--- src/rtl/fpu_issue_ctrl_if.sv ---
// Handshake and operand bundle between execute, the FPU datapath and writeback
// for fpu_issue_ctrl. The controller uses the slave modport; its environment uses master.
interface fpu_issue_ctrl_if;
   logic        issue_valid;
   logic        issue_ready;
   logic [3:0]  issue_op;
   logic [4:0]  issue_rd;
   logic [31:0] issue_rs1_v;
   logic [31:0] issue_frs1_v;
   logic [31:0] issue_frs2_v;
   logic [3:0]  fu_op;
   logic [31:0] fu_rs1_v;
   logic [31:0] fu_frs1_v;
   logic [31:0] fu_frs2_v;
   logic [31:0] fu_result;
   logic        wb_valid;
   logic        wb_ready;
   logic [31:0] wb_data;
   logic [4:0]  wb_rd;
   logic        wb_to_int;
   logic        wb_err;
   logic        busy;

   modport master (
      output issue_valid, issue_op, issue_rd, issue_rs1_v, issue_frs1_v, issue_frs2_v,
      output fu_result, wb_ready,
      input  issue_ready, fu_op, fu_rs1_v, fu_frs1_v, fu_frs2_v,
      input  wb_valid, wb_data, wb_rd, wb_to_int, wb_err, busy
   );

   modport slave (
      input  issue_valid, issue_op, issue_rd, issue_rs1_v, issue_frs1_v, issue_frs2_v,
      input  fu_result, wb_ready,
      output issue_ready, fu_op, fu_rs1_v, fu_frs1_v, fu_frs2_v,
      output wb_valid, wb_data, wb_rd, wb_to_int, wb_err, busy
   );
endinterface

--- src/rtl/fpu_issue_ctrl.sv ---
// FP issue sequencer: holds operands for the FPU, times the op latency and hands the
// result to writeback. Define FPU_ISSUE_B2B_EN to accept a new op during the wb handshake.
module fpu_issue_ctrl #(
   parameter int unsigned LAT_ADD  = 2,
   parameter int unsigned LAT_MUL  = 2,
   parameter int unsigned LAT_DIV  = 8,
   parameter int unsigned LAT_SQRT = 8
) (
   input logic              clk,
   input logic              rstn,
   fpu_issue_ctrl_if.slave  io_fpu
);

   typedef enum logic [1:0] {StIdle, StBusy, StDone} state_e;

   state_e      r_state, w_state_nxt;
   logic [3:0]  r_cnt, w_cnt_nxt;
   logic [3:0]  r_op;
   logic [4:0]  r_rd;
   logic [31:0] r_rs1, r_frs1, r_frs2, r_data;
   logic        r_to_int, r_err;
   logic        w_ready, w_accept, w_capture, w_illegal;

   // Counter preload is latency minus one; non-arithmetic and illegal ops take one cycle.
   function automatic logic [3:0] lat_m1(input logic [3:0] op);
      case (op)
         4'd0, 4'd1: return 4'(LAT_ADD - 1);
         4'd2:       return 4'(LAT_MUL - 1);
         4'd3:       return 4'(LAT_DIV - 1);
         4'd4:       return 4'(LAT_SQRT - 1);
         default:    return 4'd0;
      endcase
   endfunction

   assign w_illegal = (r_op[3:1] == 3'b111);

   always_comb begin
      w_state_nxt = r_state;
      w_cnt_nxt   = r_cnt;
      w_ready     = 1'b0;
      w_accept    = 1'b0;
      w_capture   = 1'b0;
      case (r_state)
         StIdle: begin
            w_ready  = 1'b1;
            w_accept = io_fpu.issue_valid;
         end
         StBusy: begin
            if (r_cnt != 4'd0) begin
               w_cnt_nxt = r_cnt - 4'd1;
            end else begin
               w_capture   = 1'b1;
               w_state_nxt = StDone;
            end
         end
         StDone: begin
`ifdef FPU_ISSUE_B2B_EN
            w_ready = io_fpu.wb_ready;
            if (io_fpu.wb_ready) begin
               w_state_nxt = StIdle;
               w_accept    = io_fpu.issue_valid;
            end
`else
            if (io_fpu.wb_ready) w_state_nxt = StIdle;
`endif
         end
         default: w_state_nxt = StIdle;
      endcase
      if (w_accept) begin
         w_state_nxt = StBusy;
         w_cnt_nxt   = lat_m1(io_fpu.issue_op);
      end
   end

   always_ff @(posedge clk or negedge rstn) begin
      if (!rstn) begin
         r_state <= StIdle;
         r_cnt   <= 4'd0;
      end else begin
         r_state <= w_state_nxt;
         r_cnt   <= w_cnt_nxt;
      end
   end

   always_ff @(posedge clk or negedge rstn) begin
      if (!rstn) begin
         r_op     <= 4'd0;
         r_rd     <= 5'd0;
         r_rs1    <= 32'd0;
         r_frs1   <= 32'd0;
         r_frs2   <= 32'd0;
         r_to_int <= 1'b0;
         r_data   <= 32'd0;
         r_err    <= 1'b0;
      end else begin
         if (w_accept) begin
            r_op     <= io_fpu.issue_op;
            r_rd     <= io_fpu.issue_rd;
            r_rs1    <= io_fpu.issue_rs1_v;
            r_frs1   <= io_fpu.issue_frs1_v;
            r_frs2   <= io_fpu.issue_frs2_v;
            r_to_int <= (io_fpu.issue_op[3:2] == 2'b10);
         end
         if (w_capture) begin
            r_data <= w_illegal ? 32'd0 : io_fpu.fu_result;
            r_err  <= w_illegal;
         end
      end
   end

   assign io_fpu.issue_ready = w_ready;
   assign io_fpu.fu_op       = r_op;
   assign io_fpu.fu_rs1_v    = r_rs1;
   assign io_fpu.fu_frs1_v   = r_frs1;
   assign io_fpu.fu_frs2_v   = r_frs2;
   assign io_fpu.wb_valid    = (r_state == StDone);
   assign io_fpu.wb_data     = r_data;
   assign io_fpu.wb_rd       = r_rd;
   assign io_fpu.wb_to_int   = r_to_int;
   assign io_fpu.wb_err      = r_err;
   assign io_fpu.busy        = (r_state != StIdle);

endmodule
--- src/flat_wrapper.sv ---
// flat-port wrapper written by rule: the top's interface ports become plain ports
module fpu_issue_ctrl_flat 
#(
   parameter int unsigned LAT_ADD  = 2,
   parameter int unsigned LAT_MUL  = 2,
   parameter int unsigned LAT_DIV  = 8,
   parameter int unsigned LAT_SQRT = 8
)
  (clk, rstn, io_fpu_issue_valid, io_fpu_issue_op, io_fpu_issue_rd, io_fpu_issue_rs1_v, io_fpu_issue_frs1_v, io_fpu_issue_frs2_v, io_fpu_fu_result, io_fpu_wb_ready, io_fpu_issue_ready, io_fpu_fu_op, io_fpu_fu_rs1_v, io_fpu_fu_frs1_v, io_fpu_fu_frs2_v, io_fpu_wb_valid, io_fpu_wb_data, io_fpu_wb_rd, io_fpu_wb_to_int, io_fpu_wb_err, io_fpu_busy);
  fpu_issue_ctrl_if io_fpu_i ();
  input logic clk;
  input logic rstn;
  input wire logic [$bits(io_fpu_i.issue_valid)-1:0] io_fpu_issue_valid;
  input wire logic [$bits(io_fpu_i.issue_op)-1:0] io_fpu_issue_op;
  input wire logic [$bits(io_fpu_i.issue_rd)-1:0] io_fpu_issue_rd;
  input wire logic [$bits(io_fpu_i.issue_rs1_v)-1:0] io_fpu_issue_rs1_v;
  input wire logic [$bits(io_fpu_i.issue_frs1_v)-1:0] io_fpu_issue_frs1_v;
  input wire logic [$bits(io_fpu_i.issue_frs2_v)-1:0] io_fpu_issue_frs2_v;
  input wire logic [$bits(io_fpu_i.fu_result)-1:0] io_fpu_fu_result;
  input wire logic [$bits(io_fpu_i.wb_ready)-1:0] io_fpu_wb_ready;
  output wire logic [$bits(io_fpu_i.issue_ready)-1:0] io_fpu_issue_ready;
  output wire logic [$bits(io_fpu_i.fu_op)-1:0] io_fpu_fu_op;
  output wire logic [$bits(io_fpu_i.fu_rs1_v)-1:0] io_fpu_fu_rs1_v;
  output wire logic [$bits(io_fpu_i.fu_frs1_v)-1:0] io_fpu_fu_frs1_v;
  output wire logic [$bits(io_fpu_i.fu_frs2_v)-1:0] io_fpu_fu_frs2_v;
  output wire logic [$bits(io_fpu_i.wb_valid)-1:0] io_fpu_wb_valid;
  output wire logic [$bits(io_fpu_i.wb_data)-1:0] io_fpu_wb_data;
  output wire logic [$bits(io_fpu_i.wb_rd)-1:0] io_fpu_wb_rd;
  output wire logic [$bits(io_fpu_i.wb_to_int)-1:0] io_fpu_wb_to_int;
  output wire logic [$bits(io_fpu_i.wb_err)-1:0] io_fpu_wb_err;
  output wire logic [$bits(io_fpu_i.busy)-1:0] io_fpu_busy;
  assign io_fpu_i.issue_valid = io_fpu_issue_valid;
  assign io_fpu_i.issue_op = io_fpu_issue_op;
  assign io_fpu_i.issue_rd = io_fpu_issue_rd;
  assign io_fpu_i.issue_rs1_v = io_fpu_issue_rs1_v;
  assign io_fpu_i.issue_frs1_v = io_fpu_issue_frs1_v;
  assign io_fpu_i.issue_frs2_v = io_fpu_issue_frs2_v;
  assign io_fpu_i.fu_result = io_fpu_fu_result;
  assign io_fpu_i.wb_ready = io_fpu_wb_ready;
  assign io_fpu_issue_ready = io_fpu_i.issue_ready;
  assign io_fpu_fu_op = io_fpu_i.fu_op;
  assign io_fpu_fu_rs1_v = io_fpu_i.fu_rs1_v;
  assign io_fpu_fu_frs1_v = io_fpu_i.fu_frs1_v;
  assign io_fpu_fu_frs2_v = io_fpu_i.fu_frs2_v;
  assign io_fpu_wb_valid = io_fpu_i.wb_valid;
  assign io_fpu_wb_data = io_fpu_i.wb_data;
  assign io_fpu_wb_rd = io_fpu_i.wb_rd;
  assign io_fpu_wb_to_int = io_fpu_i.wb_to_int;
  assign io_fpu_wb_err = io_fpu_i.wb_err;
  assign io_fpu_busy = io_fpu_i.busy;
  fpu_issue_ctrl #(.LAT_ADD(LAT_ADD), .LAT_MUL(LAT_MUL), .LAT_DIV(LAT_DIV), .LAT_SQRT(LAT_SQRT)) u_core (.clk(clk), .rstn(rstn), .io_fpu(io_fpu_i));
endmodule
--- config.mk ---
export PLATFORM = sky130hd
export DESIGN_NAME = fpu_issue_ctrl_flat
export DESIGN_NICKNAME = d
export VERILOG_FILES = /design/src/rtl/fpu_issue_ctrl_if.sv /design/src/rtl/fpu_issue_ctrl.sv /design/src/flat_wrapper.sv
export SDC_FILE = /design/constraint.sdc
export NUM_CORES = 1
export LEC_CHECK = 0
export ABC_AREA = 1
export CAP_MARGIN = 30
export CORE_UTILIZATION = 43
export DETAILED_ROUTE_END_ITERATION = 8
export PLACE_DENSITY_LB_ADDON = 0.15
export SYNTH_ARGS = -nofsm -noshare
export SYNTH_HDL_FRONTEND = slang
export SYNTH_SLANG_ARGS = --single-unit
--- constraint.sdc ---
create_clock -name clk -period 3.31 [get_ports clk]
set_input_delay 0.662 -clock clk [delete_from_list [all_inputs] [get_ports clk]]
set_output_delay 0.662 -clock clk [all_outputs]
set_load 0.02 [all_outputs]
==> impl_metrics.yaml <==
critical_path:
  crit_end: "io_fpu_issue_ready"
  r2r_cells: 6
  crit_fanout: 4
  rrSetupSlack_ps: 1370
  reg2reg_from: "u_core.r_cnt[0]"
  cp-start-kind: "register"
  cp.arrival_ps: 1700
  r2r_end: "u_core.r_state[1]"
  critPathKind: "register to output pin"
  crit_path_end_kind: "output pin"
  required_ps: 2650
  crit_start: "u_core.r_state[0]"
clock_tree:
  cts_resized: 0
  cts_setup_buffers: 0
  cts_tree: "yes"
  clk_pin_slew_ps: 60
  clkLatencyLatePin_ps: 410
  h-tree-depth: 4
  clockRootBuffer: "clkbuf_16"
  cts.sinks: 145
  cts_hold_buf: 0
  clk_path_buf_depth: 2
  cts_inserted_buffers: 17
routing:
  drc: 0
  via_per_inst: 4.693
  antenna_left: 0
  num_vias: 5204
  wl_microns: 16320
  first_iter_violations: 274
  wire_per_inst_microns: 14.71
  drt-pass1-iter-count: 4
logic_synthesis:
  syn_avg_cell_area_sq_um: 8.751
  syn-cell-area_sq_um: 5653
  synth.distinct_cells: 19
  ys_warn_count: 0
  netlist_instances: 646
  ys_seq_area_frac: 0.6419
  synth_nets: 788
  ys_ff_latch: 145
cells_and_area:
  num_antenna_cells: 0
  final_nets: 1068
  fin_util: 0.7200
  layout_commonest_cell: "nand2_1"
  drive_gt1_frac: 0.05550
  fill_cells: 979
  area_growth_pct: 62.04
  design_area_sq_um: 9160
  final_cell_mix: "nand2_1, clkdlybuf4s50_1, dfrtp_1"
pwr:
  vdd_ir_drop_max_mv: 0.5346
  power.leakage_nw: 4.554
  powerDensity_nw_per_um2: 1050
timing:
  whs_ps: 202.1
  max_freq_mhz: 423.9
  drv_slew: 0
  finalHoldViolations: 0
  worst_pin_slew_ps: 957.9
  finalCritPeriodShare: 0.7127
  setup_viol: 0
  fin_crit_ps: 2359
  fin_setup_tns_ps: 0
  fin_worst_skew_ps: 4.577
  grt_setup_unrepaired: "no"
  slew_headroom: 0.3607
grt:
  gr-total-overflow: 0
  grt_use_total: 0.2437
  grt_pass1_vias: 5279
  grt_max_degree: 72
  antenna_found_initial: 0
  grt_pass1_wl_microns: 25020
placed_design:
  hpwl_microns: 11820
  placed_area_sq_um: 8607
  numPortBuffers: 282
  gp_congestion: 0.8404
hold_path:
  hp-class: "input port to asynchronous set/reset pin"
floorplanning:
  die_width_microns: 116.7
  die-area_sq_um: 13610
  rows: 41
  ioPinCount: 283
  die_h_microns: 116.7
  core-area_sq_um: 12720
  start_util: 0.4443
run:
  cap_violations: 0
status:
  outcome: "complete, no violations"
## area by class of cell
class / count / area [sq um] / area share
inverters: 14 / 52.55 / 0.005737
clock buffers: 23 / 467.9 / 0.05109
repair buffers: 290 / 2909 / 0.3176
multi-input cells: 458 / 1802 / 0.1967
well taps: 172 / 215.2 / 0.02349
flip-flops and latches: 145 / 3628 / 0.3961
clock inverters: 7 / 85.08 / 0.009288
## metal layers
layer  share of wire  global-route usage  routed length (microns)  vias up
met5               0                   0                        0        -
met4           0.028              0.1139                      456        0
met3           0.074             0.07317                     1200       37
met2            0.52              0.4296                     8419      214
met1            0.38              0.2700                     6242     2462
li1                -                   -                        -     2491
## critical path, cell delays in order (launching register included)
cell and delay, ps:
dfrtp_1 430, nor2_2 210, clkdlybuf4s50_1 660
## cells by family (layout without fill, tap and decap cells)
family / Yosys count / after routing / share of synthesized area
flip-flops: 145 / 145 / 0.6419
AO/OA/AOI/OAI: 7 / 7 / 0.006639
AND/OR/NAND/NOR: 450 / 450 / 0.3090
adder cells (fa/ha/maj): 1 / 1 / 0.002213
buffers and inverters: 43 / 334 / 0.04028
## synthesized netlist by cell type
cell	n	area [sq um]
nand3_1	5	25.02
nand2_1	421	1580
o21ai_0	4	20.02
nor3b_4	1	18.77
inv_1	11	41.29
nor2_1	10	37.54
o31ai_1	1	7.510
a21oi_1	1	5.000
nand3_2	1	10.01
inv_2	3	11.26
buf_4	6	45.04
ha_1	1	12.51
o21ai_1	1	5.000
buf_6	3	33.78
nand2_2	11	68.82
clkbuf_1	3	11.26
buf_2	17	85.08
dfrtp_1	145	3628
nor2_2	1	6.260
## registers in the layout, indices dropped and copies added, names as in the netlist
register	count
u_core.io_fpu.wb_rd	5
u_core.io_fpu.fu_frs2_v	32
u_core.io_fpu.fu_rs1_v	32
u_core.r_state	2
u_core.io_fpu.wb_err	1
u_core.io_fpu.fu_frs1_v	32
u_core.r_cnt	4
u_core.io_fpu.fu_op	4
u_core.io_fpu.wb_to_int	1
u_core.io_fpu.wb_data	32
## where the power goes
group | switching, mW | internal [mW]
Clock | 0.673 | 1.13
Sequential | 0.500 | 2.64
Combinational | 2.60 | 2.07
## stage by stage
step                worst slack, ps  cells  power, mW
floorplan                      1813    646      5.534
global placement               1106   1079      7.688
detailed placement             1020   1079      7.851
CTS                           917.3   1109      9.714
global route                  881.5   1109      10.22
finish                        950.9   1109      9.617
## worst min path at each step
stage                                        endpoint  slack (ps)  cells past startpoint
after floorplan            u_core.io_fpu.fu_frs1_v[0]         370                      0
after global placement      u_core.io_fpu.wb_data[12]         460                      2
after detailed placement  u_core.io_fpu.fu_frs2_v[10]         460                      2
after CTS                   u_core.io_fpu.wb_data[10]         230                      1
after global routing        u_core.io_fpu.wb_data[10]         240                      1
final                        u_core.io_fpu.wb_data[3]         200                      1
Power figures use the tool's default switching activity.
